--- src/rtl/ripplesub4_clk.sv ---
// Four-stage pipelined ripple subtractor: stage k resolves difference bit k from the
// borrow registered by stage k-1, with operand skew and result deskew registers.
module ripplesub4_clk (
    input  logic       clk,
    input  logic       rst,
    input  logic [3:0] a,
    input  logic [3:0] b,
    input  logic       bin,
    input  logic       in_valid,
    output logic       in_ready,
    output logic [3:0] diff,
    output logic       bout,
    output logic       out_valid,
    input  logic       out_ready
);

    // Stage valid bits and registered borrow-out of each stage.
    logic [3:0] vld;
    logic [3:0] brw;

    // Operand skew: only the bits still to be resolved travel forward.
    logic [3:1] a_s0, b_s0;
    logic [3:2] a_s1, b_s1;
    logic       a_s2, b_s2;

    // Result deskew: resolved difference bits accumulate until they leave S3.
    logic       d_s0;
    logic [1:0] d_s1;
    logic [2:0] d_s2;
    logic [3:0] d_s3;

    logic       advance;
    logic [1:0] r0, r1, r2, r3;

    // One-bit full subtractor, returns {borrow_out, difference}.
    function automatic logic [1:0] full_sub(input logic x, input logic y, input logic bi);
        return {(~x & y) | (~(x ^ y) & bi), x ^ y ^ bi};
    endfunction

    assign advance  = !vld[3] || out_ready;
    assign in_ready = advance;

    assign r0 = full_sub(a[0],    b[0],    bin);
    assign r1 = full_sub(a_s0[1], b_s0[1], brw[0]);
    assign r2 = full_sub(a_s1[2], b_s1[2], brw[1]);
    assign r3 = full_sub(a_s2,    b_s2,    brw[2]);

    always_ff @(posedge clk) begin
        if (rst) begin
            // NOTE: datapath registers are cleared too, not only the valid bits, so a
            // reset leaves no stale operand or borrow state anywhere in the pipeline.
            vld  <= '0;
            brw  <= '0;
            a_s0 <= '0;
            b_s0 <= '0;
            a_s1 <= '0;
            b_s1 <= '0;
            a_s2 <= 1'b0;
            b_s2 <= 1'b0;
            d_s0 <= 1'b0;
            d_s1 <= '0;
            d_s2 <= '0;
            d_s3 <= '0;
        end else if (advance) begin
            // NOTE: non-blocking assignments make every stage load its predecessor's
            // pre-edge value; blocking ones would let data fall through several stages.
            vld  <= {vld[2:0], in_valid};
            brw  <= {r3[1], r2[1], r1[1], r0[1]};
            a_s0 <= a[3:1];
            b_s0 <= b[3:1];
            a_s1 <= a_s0[3:2];
            b_s1 <= b_s0[3:2];
            a_s2 <= a_s1[3];
            b_s2 <= b_s1[3];
            d_s0 <= r0[0];
            d_s1 <= {r1[0], d_s0};
            d_s2 <= {r2[0], d_s1};
            d_s3 <= {r3[0], d_s2};
        end
    end

    assign out_valid = vld[3];
    assign diff      = vld[3] ? d_s3 : 4'b0000;
    assign bout      = vld[3] & brw[3];

endmodule
--- config.mk ---
export PLATFORM = sky130hd
export DESIGN_NAME = ripplesub4_clk
export DESIGN_NICKNAME = d
export VERILOG_FILES = /design/src/rtl/ripplesub4_clk.sv
export SDC_FILE = /design/constraint.sdc
export NUM_CORES = 1
export LEC_CHECK = 0
export ABC_CLOCK_PERIOD_IN_PS = 1750
export CAP_MARGIN = 15
export CORE_ASPECT_RATIO = 2
export CORE_MARGIN = 2
export CORE_UTILIZATION = 50
export DETAILED_ROUTE_END_ITERATION = 10
export PLACE_DENSITY_LB_ADDON = 0.12
export SKIP_LAST_GASP = 1
export SLEW_MARGIN = 20
export SYNTH_ARGS = -nofsm -noshare
export SYNTH_HDL_FRONTEND = slang
export SYNTH_SLANG_ARGS = --single-unit
--- constraint.sdc ---
create_clock -name clk -period 1.75 [get_ports clk]
set_clock_uncertainty 0.2 [all_clocks]
set_input_delay 0.2625 -clock clk [delete_from_list [all_inputs] [get_ports clk]]
set_output_delay 0.2625 -clock clk [all_outputs]
set_load 0.02 [all_outputs]
==> impl.org <==
** Outcome
- The flow ran to the end, and the final reports show no timing, DRC or antenna violations.

** Placement
- Timing analysis after detailed placement gives a worst setup slack of -0.167 ns.
- Counting tap cells, the placed design contains a total of 175 instances.
- Gp weighted congestion :: 0.726
- Quantity of I/O buffers inserted on ports :: 19
- Half-perimeter wire length of the detailed placement result :: 1.51 mm

** Finish
- Number of antenna cells inserted :: 0
- The area growth from synthesis to layout is 23.8%.
- NumNets Final :: 171
- After the flow finishes, the layout carries non-filler instances totaling 183.
- Share of layout cells above drive strength 1 :: 0.123

** Global route
- Antenna violations before repair :: 0
- The number of global-route vias before repair is 969.
- Maximum number of pins on one net before global-route repair :: 42
- Global routing finished with a remaining overflow of 0.
- Across every metal layer, demand over resource in global routing totals 0.176.
- The first global-routing pass estimated 3.88 mm of wire.

** Power
- Maximum vdd drop :: 623 µV
- In this run the power density over the cells is 849 mW/mm².
- Leak :: 0.675 nW
- Total power :: 0.00143 W

** Drt
- Highest Signal Layer :: met4
- Drt wl/cell :: 12.7 µm
- WL met1 :: 916 µm
- Routed Wire Length :: 2.33 mm
- Via count :: 957
- DR DRC count :: 0
- Routed met2 length :: 1.28 mm
- Routed wl met3 :: 97 µm
- In the routed layout, each cell is associated on average with a via count of 5.23.
- The first detailed-routing pass ran for 3 iterations.
- In this run, the number of DRC markers left after iteration 0 of detailed routing was 22.
- Antenna-violating nets left :: 0

** Synthesis
- Synthesized flop and latch total :: 30
- In this run, distinct cell masters in the synthesized netlist total 19.
- Synthesized area divided by synthesized cell count :: 10.5 µm²
- Of the post-synthesis cell area, the dominant cell type holds 0.441.
- Cell type contributing the most total cell area after synthesis :: sky130_fd_sc_hd__dfxtp_1
- Netlist area before placement :: 0.00136 mm²
- During synthesis, Yosys emitted a total of 0 warnings.
- Commonest register cell after synthesis :: sky130_fd_sc_hd__dfxtp_1
- Top-count cell post-synth :: sky130_fd_sc_hd__dfxtp_1
- Leading post-synthesis cells by instance count :: sky130_fd_sc_hd__dfxtp_1, sky130_fd_sc_hd__nand2b_1, sky130_fd_sc_hd__mux2i_1
- Yosys mapped a number of flops with a built-in enable equal to 0.
- Synthesis produced 130 cells.
- Part of the Yosys area used for sequential elements :: 0.441
- Proportion of register bits with asynchronous set or reset after synthesis :: 0
- Dominant cells by area after synthesis :: sky130_fd_sc_hd__dfxtp_1, sky130_fd_sc_hd__nand2b_1, sky130_fd_sc_hd__mux2i_1
- Total nets after synthesis :: 147

** Timing
- Worst max-slew margin expressed relative to the limit :: 0.819
- Final min period :: 1.69 ns
- Actual slew at the worst max-slew pin :: 0.270 ns
- Derived from the worst setup path, the maximum achievable clock frequency is 592 MHz.
- The final-report max-slew violation count is 0.
- Setup slack closes at 0.0603 ns.
- Unrepaired setup endpoints after global routing :: no
- The total count of hold-check failures in the final report came to 0.
- Final critical-path share of the clock period :: 0.966
- Setup TNS :: 0 ns
- Across all hold checks on the routed design, the worst slack comes to 0.259 ns.
- Count of final setup violators :: 0

** CTS
- Skew-Pair Late Insertion Delay :: 0.28 ns
- Number of buffers inserted by post-CTS setup repair :: 0
- Total clock buffers created by CTS :: 5
- CTS HTree Levels :: 2
- The clock passes through at most 2 buffers.
- Clk pin slew, worst setup/hold paths :: 0.06 ns
- TritonCTS built the clock tree.
- CTS placed an instance of sky130_fd_sc_hd__clkbuf_8 at the clock tree root.
- Total clock sinks :: 30

** Die
- Top Ports :: 20
- For this configuration, the core starts out at a cell density of 0.530.
- After floorplanning, the core was sized to cover 0.00257 mm².
- Row count :: 26
- Die W :: 40.9 µm
- From bottom edge to top edge, the die measures 77.8 µm.
- Die Outline Area :: 0.00318 mm²

** Hold path
- Hold path cells :: 2
- Hold Path Class :: flop to flop

** Run
- The tool flagged a number of max-cap violations equal to 0.

** Setup path
- Counting cells, the worst reg-to-reg path comes to 3.
- In this design, the stage delay of the slowest critical-path cell is 0.43 ns.
- Highest net fanout along the worst path :: 2
- Cell type of the slowest stage on the worst timing path :: sky130_fd_sc_hd__clkdlybuf4s50_1
- Signal arrival time at the worst endpoint :: 1.23 ns
- Type of destination of the critical path :: primary output
- Category of the worst setup path launch point :: input port
- Cells along the critical path :: clkdlybuf4s50_1, nor2b_2, inv_4, dlygate4sd2_1
- For the worst setup path, the data required time is 1.29 ns.
- Classification of the worst setup path :: input port to primary output
[sequential cells by signal, indices dropped and copies added, names as in the netlist, 3 cells and up]
signal,count
brw,4
vld,4
d_s3,4
b_s0,3
a_s0,3
d_s2,3
[critical path, delay by kind of cell]
family / cells / cell delay, ns
buffers and inverters: 3 / 0.78
and+or+nand+nor: 1 / 0.18
[through the flow]
step,instance area [µm²],utilization
final,1690,0.656
after CTS,1690,0.656
after global placement,1600,0.624
after floorplan,1360,-
after detailed placement,1600,0.624
after global routing,1690,0.656
[metal layers]
layer	track usage	up-vias
met2	0.289	21
met3	0.0600	5
li1	-	480
met5	0	-
met4	0.0800	0
met1	0.186	451
[cell families (layout without fill, tap and decap cells)]
kind of cell | count (synthesis) | after routing | share of synthesized area
and+or+nand+nor | 46 | 46 | 0.257
adders and majority gates | 4 | 4 | 0.0588
muxes | 14 | 14 | 0.103
buffers and inverters | 20 | 45 | 0.0707
AOI/OAI and AO/OA | 16 | 16 | 0.0698
DFF | 30 | 30 | 0.441
[power by group]
| part | total (W) | internal, W | switching, W |
|---|---|---|---|
| clock network | 0.000552 | 0.000316 | 0.000236 |
| logic | 0.000142 | 0.0000821 | 0.0000596 |
| registers | 0.000739 | 0.000723 | 0.0000157 |
[cells in the final DEF (no fill, tap or decap), types with 4 or more instances in the layout]
cell type and n:
sky130_fd_sc_hd__nor3b_1 4, sky130_fd_sc_hd__nand4bb_1 11, sky130_fd_sc_hd__clkdlybuf4s50_1 12, sky130_fd_sc_hd__nand2b_1 25
sky130_fd_sc_hd__fa_1 4, sky130_fd_sc_hd__clkbuf_8 6, sky130_fd_sc_hd__o21ai_0 10, sky130_fd_sc_hd__and2_1 5
sky130_fd_sc_hd__mux2i_1 14, sky130_fd_sc_hd__dfxtp_1 30, sky130_fd_sc_hd__buf_4 7, sky130_fd_sc_hd__inv_1 9
[path summary, 6_finish.rpt]
check                      startpoint              endpoint  slack, ns
setup reg to reg  vld[3]$_SDFFE_PP0P_  b_s0[2]$_SDFFE_PP0P_       0.39
setup / recovery            out_ready              in_ready       0.06
hold / removal    vld[2]$_SDFFE_PP0P_   vld[3]$_SDFFE_PP0P_       0.26
hold reg to reg   vld[2]$_SDFFE_PP0P_   vld[3]$_SDFFE_PP0P_       0.26
[layout make-up]
| cell class | count | area (µm²) |
|---|---|---|
| multi-input combinational | 80 | 666 |
| tap | 28 | 35.0 |
| inverter | 10 | 40.0 |
| timing repair buffer | 27 | 254 |
| clock buffer | 7 | 86.3 |
| sequential | 30 | 601 |
| fill | 224 | 883 |
| clock inverter | 1 | 5.00 |
[what timing repair did]
action / in CTS / in global routing
hold buffers: 0 / 0
resized for setup: 7 / 5
endpoints found under the hold margin: 0 / 0
pin swaps: 0 / 0
endpoints found under the setup margin: 7 / 4
Power figures use the tool's default switching activity.
